$ cat src/rtl/grid_pkg.sv
// Shared constants and types for the life-grid pixel datapath and its control side.
package grid_pkg;

    localparam int GRID_COLS    = 40;
    localparam int GRID_ROWS    = 30;
    localparam int CELL_PX_LOG2 = 2;
    localparam int SCREEN_W     = 160;
    localparam int SCREEN_H     = 120;

    localparam logic [2:0] COLOUR_LIVE = 3'b111;
    localparam logic [2:0] COLOUR_DEAD = 3'b000;

    typedef enum logic [1:0] {
        IDLE,
        ARMED,
        DRAW
    } state_e;

endpackage

$ cat src/rtl/cell_offset_counter.sv
// 4-bit pixel offset within a cell: clear restarts the cell, enable advances it, wraps 15 -> 0.
module cell_offset_counter (
    input  logic       clk_i,
    input  logic       reset_i,
    input  logic       clr_i,
    input  logic       en_i,
    output logic [3:0] off_o,
    output logic       last_o
);

    logic [3:0] off_q, off_d;

    // Clear and enable in the same cycle count the restarted cell's first pixel.
    always_comb begin
        off_d = clr_i ? 4'd0 : off_q;
        if (en_i) off_d = off_d + 4'd1;
    end

    always_ff @(posedge clk_i) begin
        if (reset_i) off_q <= 4'd0;
        else         off_q <= off_d;
    end

    assign off_o  = off_q;
    assign last_o = (off_q == 4'hF);

endmodule

$ cat src/rtl/cell_pixel_datapath.sv
// Expands one latched grid cell into 16 registered VGA pixel writes with cell/frame strobes.
module cell_pixel_datapath
    import grid_pkg::*;
#(
    parameter logic [2:0] LIVE_COLOUR = COLOUR_LIVE,
    parameter logic [2:0] DEAD_COLOUR = COLOUR_DEAD,
    parameter int         COLS        = GRID_COLS,
    parameter int         ROWS        = GRID_ROWS
) (
    input  logic            clk,
    input  logic            reset,
    input  logic            ld_x,
    input  logic            ld_y,
    input  logic            ld_c,
    input  logic            plot,
    input  logic [4:0]      register,
    input  logic [5:0]      addr,
    input  logic [COLS-1:0] data,
    output logic [7:0]      x,
    output logic [6:0]      y,
    output logic [2:0]      colour,
    output logic            writeEn,
    output logic            cell_done,
    output logic            frame_done,
    output logic            range_err
);

    logic [5:0] col_q, col_d, bit_idx;
    logic [4:0] row_q, row_d;
    logic       live_q, live_d;
    state_e     state_q, state_d;
    logic [3:0] off_q, off_eff;
    logic       off_last, relatch, in_range, emit_last, emit;

    cell_offset_counter u_off (
        .clk_i   (clk),
        .reset_i (reset),
        .clr_i   (relatch),
        .en_i    (plot),
        .off_o   (off_q),
        .last_o  (off_last)
    );

    // A pixel plotted in the same cycle as a relatch uses the new coordinate at offset 0.
    always_comb begin
        relatch   = ld_x | ld_y;
        col_d     = ld_x ? addr : col_q;
        row_d     = ld_y ? register : row_q;
        bit_idx   = 6'(COLS - 1) - col_d;
        live_d    = live_q;
        if (ld_c) live_d = (col_d < 6'(COLS)) ? data[bit_idx] : 1'b0;
        in_range  = (row_d < 5'(ROWS)) && (col_d < 6'(COLS));
        off_eff   = relatch ? 4'd0 : off_q;
        emit_last = off_last & ~relatch;
        emit      = plot & in_range;
    end

    always_comb begin
        state_d = state_q;
        if (relatch) begin
            state_d = plot ? DRAW : ARMED;
        end else begin
            case (state_q)
                IDLE:    state_d = IDLE;
                ARMED:   if (plot) state_d = DRAW;
                DRAW:    if (!plot || emit_last) state_d = ARMED;
                default: state_d = IDLE;
            endcase
        end
    end

    always_ff @(posedge clk) begin
        if (reset) begin
            col_q      <= 6'd0;
            row_q      <= 5'd0;
            live_q     <= 1'b0;
            state_q    <= IDLE;
            x          <= 8'd0;
            y          <= 7'd0;
            colour     <= DEAD_COLOUR;
            writeEn    <= 1'b0;
            cell_done  <= 1'b0;
            frame_done <= 1'b0;
            range_err  <= 1'b0;
        end else begin
            col_q      <= col_d;
            row_q      <= row_d;
            live_q     <= live_d;
            state_q    <= state_d;
            writeEn    <= emit;
            cell_done  <= emit & emit_last;
            frame_done <= emit & emit_last &
                          (row_d == 5'(ROWS - 1)) & (col_d == 6'(COLS - 1));
            if (emit) begin
                x      <= {col_d, off_eff[1:0]};
                y      <= {row_d, off_eff[3:2]};
                colour <= live_d ? LIVE_COLOUR : DEAD_COLOUR;
            end
            if (plot && !in_range) range_err <= 1'b1;
        end
    end

endmodule

$ cat config.mk
export PLATFORM = sky130hd
export DESIGN_NAME = cell_pixel_datapath
export DESIGN_NICKNAME = d
export VERILOG_FILES = /design/src/rtl/grid_pkg.sv /design/src/rtl/cell_offset_counter.sv /design/src/rtl/cell_pixel_datapath.sv
export SDC_FILE = /design/constraint.sdc
export NUM_CORES = 1
export LEC_CHECK = 0
export ABC_AREA = 1
export BUFFER_PORTS_ARGS = -buffer_cell sky130_fd_sc_hd__buf_2
export CORE_ASPECT_RATIO = 0.9
export CORE_UTILIZATION = 50
export CTS_BUF_LIST = sky130_fd_sc_hd__clkbuf_4 sky130_fd_sc_hd__clkbuf_8
export DETAILED_ROUTE_END_ITERATION = 6
export GPL_TIMING_DRIVEN = 0
export PLACE_DENSITY = 0.91
export RECOVER_POWER = 50
export SYNTH_ARGS = -nofsm -noshare
export SYNTH_HDL_FRONTEND = slang
export SYNTH_HIERARCHICAL = 1
export SYNTH_SLANG_ARGS = --single-unit
$ cat constraint.sdc
create_clock -name clk -period 1.65 [get_ports clk]
set_input_delay 0.0825 -clock clk [delete_from_list [all_inputs] [get_ports clk]]
set_output_delay 0.0825 -clock clk [all_outputs]
set_load 0.02 [all_outputs]
==> metrics.md <==
| Metric | Value |
|---|---|
| Origin of the worst min-delay path | `register[3]` |
| Num rows | `20` |
| Detail-routed net length per standard cell | `12.5 µm` |
| Via Count | `2,198` |
| Crit path cell chain | `o21a_1 -> inv_2 -> ha_4 -> nand2_1 -> nand2_2 -> inv_2 -> nor2_2 -> nand3_1 -> nand2_1 -> nand2_1 -> nand3_2 -> nand3_1 -> nand2_1 -> inv_1` |
| Run status | `finished, final reports clean` |
| Hold slack | `roughly 0.11 ns` |
| Detailed Place HPWL | `3.74 mm` |
| Port-buffer cells | `77` |
| Drt via density | `5.26` |
| Endpoint arrival time on the critical path | `1.80 ns` |
| Number of setup violations in the final report | `0` |
| Most used cell along the critical path | `sky130_fd_sc_hd__nand2_1` |
| Maximum resistive drop on vdd | `0.519 mV` |
| Netlist Area Pre-Place | `1920 µm²` |
| Total track usage | `27.2%` |
| Max clock buf depth | `2` |
| Clock-pin slew of the registers on the worst-case setup and hold paths | `0.07 ns` |
| Period minus WS final | `1.60 ns` |
| Terminus of the critical flop-to-flop path | `colour[1]` |
| Standard cell with the maximum stage delay on the critical path | `sky130_fd_sc_hd__dfxtp_1` |
| Sequential element share of the synthesized area | `37.5%` |
| RSZ-0062 raised after global routing | `true` |
| Commonest non-fill, non-tap cell in the layout | `sky130_fd_sc_hd__nand2_1` |
| Clock tree root driver cell | `sky130_fd_sc_hd__clkbuf_8` |
| Met1 routing resource usage after global routing | `about 33%` |
| Class of the tightest hold or removal check | `in2reg` |
| CTS tree | `yes` |
| Final estimated routing congestion in global placement | `0.895` |
| Maximum net fanout on the critical path | `4` |
| Floorplan die area | `4090 µm²` |
| Critical path required time | `1.84 ns` |
| Worst R2R Start | `col_q[3]` |
| Number of antenna violations at the first check in global routing | `0` |
| Fmax | `624 MHz` |
| Depth of the CTS H-tree | `2` |
| Layer with the highest usage after global routing | `met2` |
| Category of the most critical setup path | `reg2reg` |
| Width of the chip | `between 60 and 70 µm` |
| First-pass iteration count of the detailed router | `4` |
| Leakage component of the power | `1.21 nW` |
| Post-synthesis net count | `346` |
| Final Cycle Share | `97.2%` |
| Maximum Capacitance Violations | `0` |
| Residual DRC | `0` |
| Yosys synthesis warning count | `6` |
| Max-slew violation count | `0` |
| Unique cell type count in the Yosys netlist | `29` |
| I/O Pins | `79` |
| Headroom to the max-slew limit | `67.0%` |
| Vias in the first global route | `2,002` |
| Fraction of final layout cells with drive strength greater than 1 | `27.0%` |
| Area added between synthesis and finish | `30.7%` |
| Num Clock Sinks | `36` |
| Min-Delay Path Depth | `3` |
| Cts bufs inserted | `5` |
| Leftover overflow at the end of global routing | `0` |
| Layout Skew | `0.00630 ns` |
| Total power | `0.00216 W` |
| Met3 track utilization from global routing | `6.02%` |
| Top library cells by usage in the layout, fill and taps aside | `70 x sky130_fd_sc_hd__nand2_1, 57 x sky130_fd_sc_hd__buf_2, 51 x sky130_fd_sc_hd__nand3_1` |
| Antenna Cells | `0` |
| Initial core utilization | `54.4%` |
| Global-route wire length before repair | `around 8.4 mm` |
| Met2 usage | `46.9%` |
| Critical Path Sink Type | `flip-flop` |
| Final hold violations | `0` |
| Post-detailed-route count of antenna-violating nets | `0` |
| Post-Synthesis Cells | `287` |
| Fin nets | `432` |
| 1st-iter DRT viols | `118` |
| Register-to-register path setup slack | `between 0.04 and 0.05 ns` |
| Critical path startpoint category | `flip-flop` |
| Critical path's largest stage delay | `0.30 ns` |
| Number of flip-flops and latches in the synthesized netlist | `36` |
| Area of the core | `3530 µm²` |
| Cell depth of the worst flop-to-flop path | `14` |
| Worst Max-Slew Pin Slew | `a little under 0.5 ns` |
| Power per unit of standard cell area | `860 nW/µm²` |
| Final Routed Wirelength | `around 5.2 mm` |
| Endpoint of the worst hold path | `row_q[3]` |
| Largest net degree at the start of global routing | `12` |
| Syn_area_per_cell | `6.69 µm²` |
| Latest clock arrival within the worst-skew pair | `roughly 0.29 ns` |
| Die H | `60.8 µm` |
==> layout make-up <==
class,count,area (µm²)
multi-input combinational,205,1040
tap,44,55.1
buffer,11,81.3
clock buffer,7,90.1
sequential,36,723
clock inverter,1,7.51
timing repair buffer,80,383
fill,295,1020
inverter,34,128
==> registers in the layout, indices dropped and copies added, names as in the netlist, 4 cells and up <==
register	cells
u_off/off_o	4
y	7
col_q	6
row_q	5
x	8
==> Yosys cell counts, drive strengths merged <==
| cell type | instances | share of area, % |
|---|---|---|
| o211a | 1 | 0.52 |
| nor3 | 2 | 0.52 |
| nand4 | 1 | 0.33 |
| nand3b | 1 | 0.39 |
| inv | 34 | 6.6 |
| o21ai | 23 | 6.4 |
| dfxtp | 36 | 38 |
| nor2 | 20 | 4.4 |
| ha | 2 | 1.3 |
| mux2i | 1 | 0.52 |
| nand2 | 76 | 16 |
| nor4 | 3 | 1.3 |
| nand3 | 53 | 14 |
| clkbuf | 2 | 0.39 |
| a21oi | 16 | 4.2 |
| o21a | 3 | 1.2 |
| or2 | 3 | 0.98 |
| buf | 10 | 3.5 |
==> cells by family after synthesis <==
family          count (synthesis)  share of synthesized area [%]
simple gates                  159                           37.9
buf+inv                        46                           10.5
compound gates                 43                           12.2
flops                          36                           37.5
fa+ha+maj                       2                           1.30
mux                             1                          0.521
==> worst max-delay path: cells and delay by family, from the launching register on <==
family	cells	cell delay, ns
AOI/OAI and AO/OA	1	0.19
adders and majority gates	1	0.15
buffers and inverters	3	0.18
DFF	1	0.30
and+or+nand+nor	9	0.67
==> worst max-delay path by stage <==
stage	end	startpoint	cells past startpoint
after floorplan	colour[1]	col_q[3]	15
after global placement	colour[1]	ld_x	18
after detailed placement	colour[1]	ld_x	18
after CTS	colour[1]	col_q[4]	14
after global routing	colour[1]	col_q[3]	14
final	colour[1]	col_q[3]	14
==> metal layers <==
layer,share of wire (%),routed length [µm]
met1,45,2340
met2,48,2490
met3,6.0,313
met4,1.4,74
met5,0,0
==> power breakdown <==
part           leakage (nW)  switching (W)  internal [W]
logic                 0.870       0.000328      0.000213
clock network        0.0479       0.000315      0.000356
registers             0.297      0.0000271      0.000922
total                  1.21       0.000670       0.00149
==> what timing repair did <==
action | in CTS | in global routing
gates resized for setup | 3 | 17
pin swaps | 0 | 8
endpoints found under the setup margin | 4 | 15
buffers inserted | 1 | 1
hold buffers | 1 | 0
endpoints found under the hold margin | 1 | 0
==> stage by stage <==
stage	setup slack (ns)	cell area [µm²]	utilization [%]	instances	TNS, ns
final	0.0468	2510	71.2	418	0
after global routing	-0.0682	2510	71.2	418	-0.338
after CTS	0.00186	2480	70.4	418	0
after detailed placement	-0.170	2360	66.9	408	-0.282
after global placement	-0.179	2360	66.9	408	-0.294
after floorplan	0.139	1920	-	287	0
No activity file was read; power rests on OpenSTA's default activity.
